[src/rtl/quad_pkg.sv]
// Shared constants for the quadrature decoder: count modes and {A,B} Gray phases.
package quad_pkg;
  localparam logic [1:0] MODE_X1 = 2'd0;
  localparam logic [1:0] MODE_X2 = 2'd1;
  localparam logic [1:0] MODE_X4 = 2'd2;

  // {A,B} states in forward order; A leads B when moving forward.
  localparam logic [1:0] GRAY_S0 = 2'b00;
  localparam logic [1:0] GRAY_S1 = 2'b10;
  localparam logic [1:0] GRAY_S2 = 2'b11;
  localparam logic [1:0] GRAY_S3 = 2'b01;

  // Phase 0..3 of an {A,B} state, so that a forward step is phase+1 mod 4.
  function automatic logic [1:0] gray_phase(input logic [1:0] ab);
    case (ab)
      GRAY_S0: gray_phase = 2'd0;
      GRAY_S1: gray_phase = 2'd1;
      GRAY_S2: gray_phase = 2'd2;
      default: gray_phase = 2'd3;
    endcase
  endfunction
endpackage

[src/rtl/glitch_filter.sv]
// 2-FF synchroniser followed by a stability filter; the first synced sample
// after reset is loaded straight into the output so reset-time levels never count.
module glitch_filter #(
  parameter int FILTER_LEN = 4
) (
  input  logic clk,
  input  logic rst,
  input  logic in,
  output logic out
);
  localparam logic [7:0] CNT_MAX = 8'(FILTER_LEN - 1);

  logic       s1, s2;
  logic [1:0] stg;
  logic [7:0] cnt;

  always_ff @(posedge clk) begin
    if (rst) begin
      s1  <= 1'b0;
      s2  <= 1'b0;
      stg <= 2'd0;
      cnt <= 8'd0;
      out <= 1'b0;
    end else begin
      s1 <= in;
      s2 <= s1;
      if (stg != 2'd3) stg <= stg + 2'd1;
      // stg==2: s2 holds the first valid synced sample
      if (stg == 2'd2) begin
        out <= s2;
        cnt <= 8'd0;
      end else if (stg == 2'd3) begin
        if (s2 == out) begin
          cnt <= 8'd0;
        end else if (cnt == CNT_MAX) begin
          out <= s2;
          cnt <= 8'd0;
        end else begin
          cnt <= cnt + 8'd1;
        end
      end
    end
  end
endmodule

[src/rtl/quad_decoder_counter.sv]
// Quadrature encoder front end: filtered A/B/I decode into step pulses, direction,
// a modulo position counter with index clear / preload, and illegal-transition counting.
module quad_decoder_counter
  import quad_pkg::*;
#(
  parameter int WIDTH      = 16,
  parameter int FILTER_LEN = 4,
  parameter int ERR_W      = 8,
  parameter bit REVERSE    = 1'b0
) (
  input  logic             clk,
  input  logic             rst,
  input  logic             inA,
  input  logic             inB,
  input  logic             inI,
  input  logic [1:0]       mode,
  input  logic             idx_en,
  input  logic             load,
  input  logic [WIDTH-1:0] load_val,
  output logic             plus1,
  output logic             minus1,
  output logic             dir,
  output logic [WIDTH-1:0] pos,
  output logic             err,
  output logic [ERR_W-1:0] err_cnt
);
  logic       fa, fb, fi;
  logic [1:0] cur, prev_ab;
  logic       prev_i;
  logic [3:0] arm_pipe;
  logic       armed;
  logic [1:0] delta;
  logic       a_chg, fwd, rev, step_f, step_r, err_now, idx_hit;

  glitch_filter #(.FILTER_LEN(FILTER_LEN)) u_filt_a (.clk(clk), .rst(rst), .in(inA), .out(fa));
  glitch_filter #(.FILTER_LEN(FILTER_LEN)) u_filt_b (.clk(clk), .rst(rst), .in(inB), .out(fb));
  glitch_filter #(.FILTER_LEN(FILTER_LEN)) u_filt_i (.clk(clk), .rst(rst), .in(inI), .out(fi));

  // Filters load at edge 3, prev follows at edge 4; decoding starts the edge after.
  assign armed = arm_pipe[3];
  assign cur   = {fa, fb};
  assign delta = gray_phase(cur) - gray_phase(prev_ab);
  assign a_chg = fa ^ prev_ab[1];

  always_comb begin
    fwd = 1'b0;
    rev = 1'b0;
    case (mode)
      MODE_X1: begin
        fwd = (prev_ab == GRAY_S0) && (cur == GRAY_S1);
        rev = (prev_ab == GRAY_S1) && (cur == GRAY_S0);
      end
      MODE_X2: begin
        fwd = (delta == 2'd1) && a_chg;
        rev = (delta == 2'd3) && a_chg;
      end
      default: begin
        fwd = (delta == 2'd1);
        rev = (delta == 2'd3);
      end
    endcase
  end

  assign step_f  = armed && (REVERSE ? rev : fwd);
  assign step_r  = armed && (REVERSE ? fwd : rev);
  assign err_now = armed && (delta == 2'd2);
  assign idx_hit = armed && idx_en && fi && !prev_i;

  always_ff @(posedge clk) begin
    if (rst) begin
      arm_pipe <= 4'd0;
      prev_ab  <= 2'b00;
      prev_i   <= 1'b0;
      plus1    <= 1'b0;
      minus1   <= 1'b0;
      dir      <= 1'b1;
      pos      <= '0;
      err      <= 1'b0;
      err_cnt  <= '0;
    end else begin
      arm_pipe <= {arm_pipe[2:0], 1'b1};
      prev_ab  <= cur;
      prev_i   <= fi;
      plus1    <= step_f;
      minus1   <= step_r;
      err      <= err_now;
      if (step_f)      dir <= 1'b1;
      else if (step_r) dir <= 1'b0;
      if (err_now && (err_cnt != {ERR_W{1'b1}})) err_cnt <= err_cnt + ERR_W'(1);
      // load beats index beats a step; the step still produces its pulse and dir
      if (load)         pos <= load_val;
      else if (idx_hit) pos <= '0;
      else if (step_f)  pos <= pos + WIDTH'(1);
      else if (step_r)  pos <= pos - WIDTH'(1);
    end
  end
endmodule

[config.mk]
export PLATFORM = sky130hd
export DESIGN_NAME = quad_decoder_counter
export DESIGN_NICKNAME = d
export VERILOG_FILES = /design/src/rtl/quad_pkg.sv /design/src/rtl/glitch_filter.sv /design/src/rtl/quad_decoder_counter.sv
export SDC_FILE = /design/constraint.sdc
export NUM_CORES = 1
export LEC_CHECK = 0
export CAP_MARGIN = 0
export CORE_AREA = 2 2 98 100
export CTS_BUF_LIST = sky130_fd_sc_hd__clkbuf_2
export DETAILED_ROUTE_END_ITERATION = 10
export DIE_AREA = 0 0 100 102
export PLACE_DENSITY = 0.66
export SETUP_SLACK_MARGIN = 0.1
export SKIP_LAST_GASP = 1
export SYNTH_ARGS = -nofsm -noshare
export SYNTH_HDL_FRONTEND = slang
export SYNTH_SLANG_ARGS = --single-unit
[constraint.sdc]
create_clock -name clk -period 11.4 [get_ports clk]
set_input_delay 2.28 -clock clk [delete_from_list [all_inputs] [get_ports clk]]
set_output_delay 2.28 -clock clk [all_outputs]
set_load 0.1 [all_outputs]
# Word-level counts from Yosys, hierarchy flattened
# Cells that the tools add are included.
op_classes:
  n_addsub: 10
  n_mul: 0
  n_div: 0
  order_cmp: 0
  n_eq_ne: 27
  shifts: 0
  n_mux: 27
  bitwise: 1
  reduce_logical: 29
ops:
  columns: ["operator", "count"]
  rows:
  - ["two-way mux 16 bit", 4]
  - ["two-way mux 8 bit", 6]
  - ["adder 8 x 1 -> 8 bit, second input constant", 4]
  - ["== test 2 bit, second input constant", 12]
  - ["== test 8 x 2 -> 1 bit, second input constant", 3]
  - ["adder 16 x 1 -> 16 bit, second input constant", 1]
  - ["subtractor 16 x 1 -> 16 bit, second input constant", 1]
  - ["two-way mux 1 bit", 13]
  - ["one-hot mux 2 bit (3 select lines)", 2]
  - ["nonzero test 2 bit", 6]
  - ["logical AND 1 bit", 11]
  - ["AND reduction 3 bit", 3]
  - ["!= test 8 bit, second input constant", 1]
  - ["OR reduction 2 bit", 4]
  - ["adder 2 x 1 -> 2 bit, second input constant", 3]
  - ["zero test 2 bit", 3]
  - ["!= test 2 x 1 -> 1 bit, second input constant", 3]
  - ["!= test 2 bit, second input constant", 3]
  - ["== test 2 x 1 -> 1 bit, second input constant", 2]
  - ["one-hot mux 1 bit (2 select lines)", 2]
  - ["nonzero test 4 bit", 1]
  - ["== test 1 bit", 3]
  - ["subtractor 2 bit", 1]
  - ["zero test 1 bit", 1]
  - ["XOR 1 bit", 1]
totals:
  ff_bits: 74
  latchBits: 0
  ram_bits: 0
  romBits: 0
  out_inout_bits: 28
  word_cells: 119
  memories: 0

# Longest topological paths before layout
# Gate-level depths: netlist (run 1).
depth:
  depth_word: 11
  mapped_depth: 16
  ltp_nobuf: 16

# Cells and area by module
# From an unflattened synthesis (run 1), not the netlist that was laid out.
unflattened:
  hier_cells: 462
  area_unflattened_um2: 4161.5
by_module_without_submodules:
  columns: ["mod", "n_inst", "cells_per_inst", "area_each_um2", "seq_area_each_um2"]
  rows:
  - ["quad_decoder_counter", 1, 267, 2265.9, 700.7]
  - ["glitch_filter", 3, 65, 631.9, 260.2]

# Worst setup path before layout (run 1)
# OpenSTA, ideal clock, no wires.
synth_path:
  kind: "input to register"
  start: "input mode[1]"
  end: "register pos[14]"
  setup_time_ns: 0.131
  t_arrival_ns: 4.804
  required_ns: 11.269
  setup_slack_ns: 6.465
  path_stages: 13
  n_path_buf: 0
  path_cell_list: "nor2_1 > and3_2 > a21o_1 > and2_4 > inv_1 > ha_1 > a21oi_1 > a211oi_1 > o21ai_0 > nor2_1 > a2111oi_0 > xor2_1 > o22ai_1"
synth_via:
  elab_chain_len: 6
synth_lines:
  columns: ["item", "line_no", "text"]
  rows:
  - ["start, declared", "quad_decoder_counter.sv:16", "input logic [1:0] mode,"]
  - ["== test 2 x 1 -> 1 bit or zero test 2 bit (tied branches)", "quad_decoder_counter.sv:48", "case (mode)"]
  - ["one-hot mux 1 bit (2 select lines)", "quad_decoder_counter.sv:48", null]
  - ["logical AND 1 bit", "quad_decoder_counter.sv:64", "assign step_f = armed && (REVERSE ? rev : fwd);"]
  - ["two-way mux 16 bit", "quad_decoder_counter.sv:93", "else if (step_f) pos <= pos + WIDTH'(1);"]
  - ["two-way mux 16 bit", "quad_decoder_counter.sv:92", "else if (idx_hit) pos <= '0;"]
  - ["two-way mux 16 bit", "quad_decoder_counter.sv:91", "if (load) pos <= load_val;"]
  - ["end signal, assigned", "quad_decoder_counter.sv:91", null]
  - ["end signal, assigned", "quad_decoder_counter.sv:93", null]
  - ["end signal, assigned", "quad_decoder_counter.sv:94", "else if (step_r) pos <= pos - WIDTH'(1);"]
  - ["end, declared", "quad_decoder_counter.sv:23", "output logic [WIDTH-1:0] pos,"]
# Several ways; a longest one is shown, not always the timed one.
# A chain may end at the register's enable or synchronous reset.

# Final worst setup path (run 1)
# Ends and elaborated chain as after synthesis.

==> impl_metrics.env, run 1 <==
export IMPL_netlist_area_um2=4040
export IMPL_cp_max_fo=19
export IMPL_synth_edf_count=0
export IMPL_setup_worst_path_end_class="flop"
export IMPL_first_pass_iters=4
export IMPL_post_drt_wl_per_cell_um=14.0
export IMPL_seqPwrFrac=0.477
export IMPL_fmax_mhz=187
export IMPL_synthDistinctLibCells=47
export IMPL_dp_hpwl_mm=6.31
export IMPL_die_w_um=100
export IMPL_drtIter0Drc=142
export IMPL_final_cell_area_um2=4750
export IMPL_die_h_um=102
export IMPL_peakVddDrop_mv=0.0691
export IMPL_finalHoldViolCount=0
export IMPL_p_leak_uw=0.00196
export IMPL_drc=0
export IMPL_power_density_nw_per_um2=124
export IMPL_layout_drive_gt1_share=0.0588
export IMPL_synth_async_sr_flop_share=0
export IMPL_numCtsBuffers=9
export IMPL_synthFlopType="dfxtp_1"
export IMPL_antennaDiodeCount=0
export IMPL_core_area_um2=9110
export IMPL_clockBufferDepth=2
export IMPL_post_cts_setup_buffers=0
export IMPL_cts_sinks=74
export IMPL_area_growth_pct=17.5
export IMPL_layout_commonest_cell="dfxtp_1"
export IMPL_critPathKind="in -> reg"
export IMPL_dp_cells=622
export IMPL_ys_seq_elements=74
export IMPL_slew_viol_final=0
export IMPL_timing_slew_headroom=0.320
export IMPL_cap_violations=0
export IMPL_rows=35
export IMPL_min_path_type="reg -> reg"
export IMPL_fin_skew_ps=51.1
export IMPL_synth_area_leader_cell="dfxtp_1"
export IMPL_status="finished clean"
export IMPL_syn_num_nets=538
export IMPL_slowest_stage="a2111oi_0"
export IMPL_dieArea_um2=10200
export IMPL_grt_pass1_wl_mm=15.0
export IMPL_yosys_top_cells_area="dfxtp_1, ha_1, nor2_1"
export IMPL_h_tree_depth=3
export IMPL_setup_tns_ps=0
export IMPL_p_int_uw=382
export IMPL_ctsHoldBuffers=0
export IMPL_grt_pass1_vias=3311
export IMPL_clock_latency_ps=530
export IMPL_switching_share=0.351
export IMPL_viasPerCell=5.44
export IMPL_fin_crit_ps=5340
export IMPL_grt_max_degree=53
export IMPL_rsz0062_at_grt="no"
export IMPL_vias=3471
export IMPL_grt_util_all_layers=0.181
export IMPL_final_cell_mix="dfxtp_1, nor2_1, clkdlybuf4s50_1, a21oi_1, ha_1"
export IMPL_synthCells=477
export IMPL_nFillCells=882
export IMPL_overflow=0
export IMPL_boundaryPins=53
export IMPL_required_ps=11820
export IMPL_synth_top_area_share=0.366
export IMPL_postRouteAntennaNets=0
export IMPL_critPathMaxStageDelay_ps=510
export IMPL_pwr_share_comb=0.269
export IMPL_multi_input_area_um2=2420
export IMPL_setup_viol=0
export IMPL_fin_cells=638
export IMPL_syn_avg_cell_area_um2=8.48
export IMPL_root_buffer="clkbuf_2"
export IMPL_seq_area_frac_synth=0.366
export IMPL_fin_nets=583
export IMPL_worst_pin_slew_ps=1020
export IMPL_critical_path_most_common_cell="nor2_1"
export IMPL_start_util=0.444
export IMPL_power_switching_uw=207
export IMPL_gp_congestion=0.838
export IMPL_pwr_share_clk=0.253
export IMPL_post_cts_resized=0
export IMPL_io_buffers=52
export IMPL_crit_chain="clkdlybuf4s50_1 > nor2_1 > and3_2 > a21o_1 > and2_4 > inv_1 > ha_1 > a21oi_1 > a211oi_1 > o21ai_0 > nor2_1 > a2111oi_0 > xor2_1 > o22ai_1"
export IMPL_placed_area_um2=4640
export IMPL_seq_area_um2=1480
export IMPL_antenna_found_initial=0
export IMPL_period_share=0.468
export IMPL_yosysWarnings=0
export IMPL_cts_tree="done"
export IMPL_path_clk_slew_ps=250
export IMPL_setup_worst_path_start_class="input port"
export IMPL_wl_mm=8.95
export IMPL_arrival_ps=5760
registers in the layout, indices dropped and copies added (netlist names), 2 cells and up:
signal        count
u_filt_i.cnt      8
u_filt_b.cnt      8
u_filt_i.stg      2
u_filt_a.cnt      8
u_filt_b.stg      2
pos              16
u_filt_a.stg      2
err_cnt           8
prev_ab           2
arm_pipe          4
kinds of logic after synthesis:
kind of cell               count (synthesis)  synth area share
and+or+nand+nor                          185             0.233
muxes                                      8            0.0207
DFF                                       74             0.366
xor gates and xnor gates                  27            0.0622
buffers and inverters                     36            0.0337
adders and majority gates                 36             0.113
AOI/OAI and AO/OA                        111             0.171
metal layers:
layer,share of wire,vias up,GRT usage,routed length [um]
met5,0,-,0,0
met4,0.013,0,0.0485,114
met3,0.034,12,0.0479,303
met2,0.47,56,0.311,4170
met1,0.49,1629,0.227,4360
li1,-,1774,-,-
critical path, delay by kind of cell:
family,cells,cell delay (ps)
compound gates,6,1420
buf+inv,2,960
xor+xnor,1,190
simple gates,4,550
fa+ha+maj,1,360
layout make-up:
class	count	share of cell area
clock inverters	6	0.0137
multi-input cells	367	0.510
well taps	111	0.0292
repair buffers	54	0.112
inverters	16	0.0126
flip-flops and latches	74	0.312
clock buffers	10	0.0105
metrics by stage:
| step | power (uW) | setup slack (ps) | utilization | hold slack [ps] |
|---|---|---|---|---|
| after floorplan | 406 | 6470 | - | 414 |
| after global placement | 441 | 5610 | 0.509 | 417 |
| after detailed placement | 444 | 5520 | 0.509 | 425 |
| after CTS | 594 | 6120 | 0.522 | 450 |
| after global routing | 623 | 5840 | 0.522 | 441 |
| final | 590 | 6060 | 0.522 | 456 |
cell usage after synthesis, types with 2 or more instances:
| library cell | instances |
|---|---|
| and3_1 | 17 |
| a21o_1 | 7 |
| o21ai_0 | 28 |
| and2_1 | 2 |
| mux2_2 | 3 |
| clkbuf_1 | 15 |
| o22ai_1 | 3 |
| ha_1 | 35 |
| nand2b_1 | 4 |
| xor2_1 | 18 |
| a21oi_1 | 43 |
| nor2b_1 | 14 |
| nor3_1 | 17 |
| inv_1 | 16 |
| o31ai_1 | 2 |
| a31oi_1 | 3 |
| a221oi_1 | 9 |
| or2_2 | 3 |
| a211oi_1 | 6 |
| a22oi_1 | 2 |
| dfxtp_1 | 74 |
| buf_1 | 4 |
| nor4b_1 | 3 |
| xnor2_1 | 8 |
| nor2_1 | 67 |
| nand4_1 | 2 |
| nand3_1 | 9 |
| nor3b_1 | 18 |
| mux2i_1 | 5 |
| nand2_1 | 23 |
power groups by stage:
stage / Combinational, uW / Sequential, uW / Clock (uW)
floorplan: 88.6 / 318 / 0
global placement: 155 / 286 / 0
detailed placement: 157 / 287 / 0
CTS: 159 / 282 / 154
global route: 174 / 283 / 165
finish: 159 / 281 / 149
path summary, 6_finish.rpt:
check                     from           to  slack [ps]  cells past startpoint
hold / removal     arm_pipe[2]  arm_pipe[3]         460                      1
setup / recovery       mode[1]      pos[14]        6060                     14
setup reg to reg  u_filt_a.out      pos[14]        6950                     16
hold reg to reg    arm_pipe[2]  arm_pipe[3]         460                      1
(Power assumes the default switching activity.)
==> inputs of run 2 (changes only) <==
clock period = 5.09 ns   (was 11.4 ns; I/O delays follow)
==> run 2 against run 1 <==
  * Sequential power increased by 120%
  * Count of clock-buffer cells in the layout stayed put
  * Routed wire length down 1.1%
  * Critical path type is now reg -> reg
  * Final cell count is the same
==> impl_metrics.env, run 2 (synthesis gave the netlist of run 1 again) <==
export IMPL_placed_area_um2=4640
export IMPL_grt_pass1_vias=3306
export IMPL_status="finished clean"
export IMPL_rsz0062_at_grt="no"
export IMPL_required_ps=5460
export IMPL_power_density_nw_per_um2=280
export IMPL_fin_util=0.522
export IMPL_clockBufferDepth=2
export IMPL_p_leak_uw=0.00196
export IMPL_fin_nets=583
export IMPL_min_delay_start="u_filt_i.s1"
export IMPL_cts_tree="done"
export IMPL_setup_tns_ps=0
export IMPL_grt_pass1_wl_mm=14.9
export IMPL_antenna_found_initial=0
export IMPL_largest_reg_flops=16
export IMPL_worstHoldPathCells=1
export IMPL_fin_skew_ps=33.6
export IMPL_pwr_share_comb=0.265
export IMPL_die_w_um=100
export IMPL_power_switching_uw=473
export IMPL_clock_latency_ps=520
export IMPL_arrival_ps=4940
export IMPL_post_drt_wl_per_cell_um=13.9
export IMPL_r2r_setup_slack_ps=520
export IMPL_dp_hpwl_mm=6.31
export IMPL_post_cts_resized=0
export IMPL_core_area_um2=9110
export IMPL_fin_cells=638
export IMPL_max_flop_register="pos"
export IMPL_post_cts_setup_buffers=0
export IMPL_boundaryPins=53
export IMPL_cts_sinks=74
export IMPL_peakVddDrop_mv=0.132
export IMPL_finalHoldViolCount=0
export IMPL_postRouteAntennaNets=0
export IMPL_die_h_um=102
export IMPL_numCtsBuffers=9
export IMPL_cap_violations=0
export IMPL_hold_end="u_filt_i.s2"
export IMPL_antennaDiodeCount=0
export IMPL_vias=3485
export IMPL_min_path_type="reg -> reg"
export IMPL_r2r_end="pos[14]"
export IMPL_start_util=0.444
export IMPL_setup_viol=0
export IMPL_viasPerCell=5.46
export IMPL_p_int_uw=860
export IMPL_final_cell_area_um2=4760
export IMPL_layout_drive_gt1_share=0.0607
export IMPL_io_buffers=52
export IMPL_layout_commonest_cell="dfxtp_1"
export IMPL_worstRegToRegCells=16
export IMPL_final_cell_mix="dfxtp_1, nor2_1, clkdlybuf4s50_1, a21oi_1, ha_1"
export IMPL_area_growth_pct=17.7
export IMPL_drc=0
export IMPL_root_buffer="clkbuf_2"
export IMPL_cp_max_fo=19
export IMPL_path_clk_slew_ps=220
export IMPL_nFillCells=885
export IMPL_seqPwrFrac=0.473
export IMPL_fin_crit_ps=4570
export IMPL_p_total_uw=1330
export IMPL_grt_util_all_layers=0.180
export IMPL_critPathKind="reg -> reg"
export IMPL_dp_cells=622
export IMPL_dieArea_um2=10200
export IMPL_setup_worst_path_end_class="flop"
export IMPL_grt_max_degree=53
export IMPL_wl_mm=8.85
export IMPL_rows=35
export IMPL_first_pass_iters=4
export IMPL_pwr_share_clk=0.261
export IMPL_ctsHoldBuffers=0
export IMPL_h_tree_depth=3
export IMPL_rr_startpoint="u_filt_a.out"
export IMPL_period_share=0.898
export IMPL_timing_slew_headroom=0.322
export IMPL_setup_worst_path_start_class="flop"
export IMPL_overflow=0
export IMPL_worst_pin_slew_ps=1010
export IMPL_drtIter0Drc=115
export IMPL_switching_share=0.355
export IMPL_gp_congestion=0.849
export IMPL_fmax_mhz=219
export IMPL_slew_viol_final=0
## run 2: cell count changes in the layout (fill, tap and decap cells not counted), sizes merged
| cell | before | now |
|---|---|---|
| clkinv | 3 | 2 |
| clkinvlp | 0 | 1 |
## run 2: power groups by stage
stage	Clock, uW	Combinational (uW)	Sequential, uW
finish	348	354	631
global route	385	389	636
CTS	360	354	631
detailed placement	0	351	642
global placement	0	347	641
floorplan	0	198	712
## run 2: stage by stage
step / hold slack, ps / worst slack (ps)
floorplan: 414 / 1220
global placement: 417 / 557
detailed placement: 428 / 441
CTS: 465 / 557
global route: 472 / 302
finish: 463 / 517
## run 2: cell type report
cell class | instances | area (um^2) | share of cell area
Timing Repair Buffer | 54 | 531 | 0.111
Clock buffer | 10 | 50.0 | 0.0105
Multi-Input combinational cell | 367 | 2420 | 0.510
Inverter | 16 | 60.1 | 0.0126
Sequential cell | 74 | 1480 | 0.311
Clock inverter | 6 | 72.6 | 0.0153
Tap cell | 111 | 139 | 0.0292
## run 2: worst max path at each step
| stage | start | cells past startpoint | to | slack (ps) |
|---|---|---|---|---|
| after global placement | mode[1] | 14 | pos[14] | 560 |
| after global routing | u_filt_a.out | 16 | pos[15] | 300 |
| after floorplan | u_filt_a.out | 16 | pos[14] | 1220 |
| final | u_filt_a.out | 16 | pos[14] | 520 |
| after CTS | u_filt_a.out | 16 | pos[14] | 560 |
| after detailed placement | mode[1] | 14 | pos[14] | 440 |
## run 2: critical path: stages, from the launching register on
cell,delay (ps)
dfxtp_1,520
inv_1,130
ha_1,300
inv_1,60
ha_1,150
xnor3_2,490
a21o_1,210
and2_4,150
inv_1,500
ha_1,370
a21oi_1,250
a211oi_1,130
o21ai_0,340
nor2_1,90
a2111oi_0,490
xor2_1,190
o22ai_1,80
## run 2: per-layer routing
| layer | track usage | share of wire |
|---|---|---|
| met2 | 0.305 | 0.47 |
| met5 | 0 | 0 |
| met1 | 0.231 | 0.47 |
| met4 | 0.0590 | 0.010 |
| met3 | 0.0369 | 0.048 |
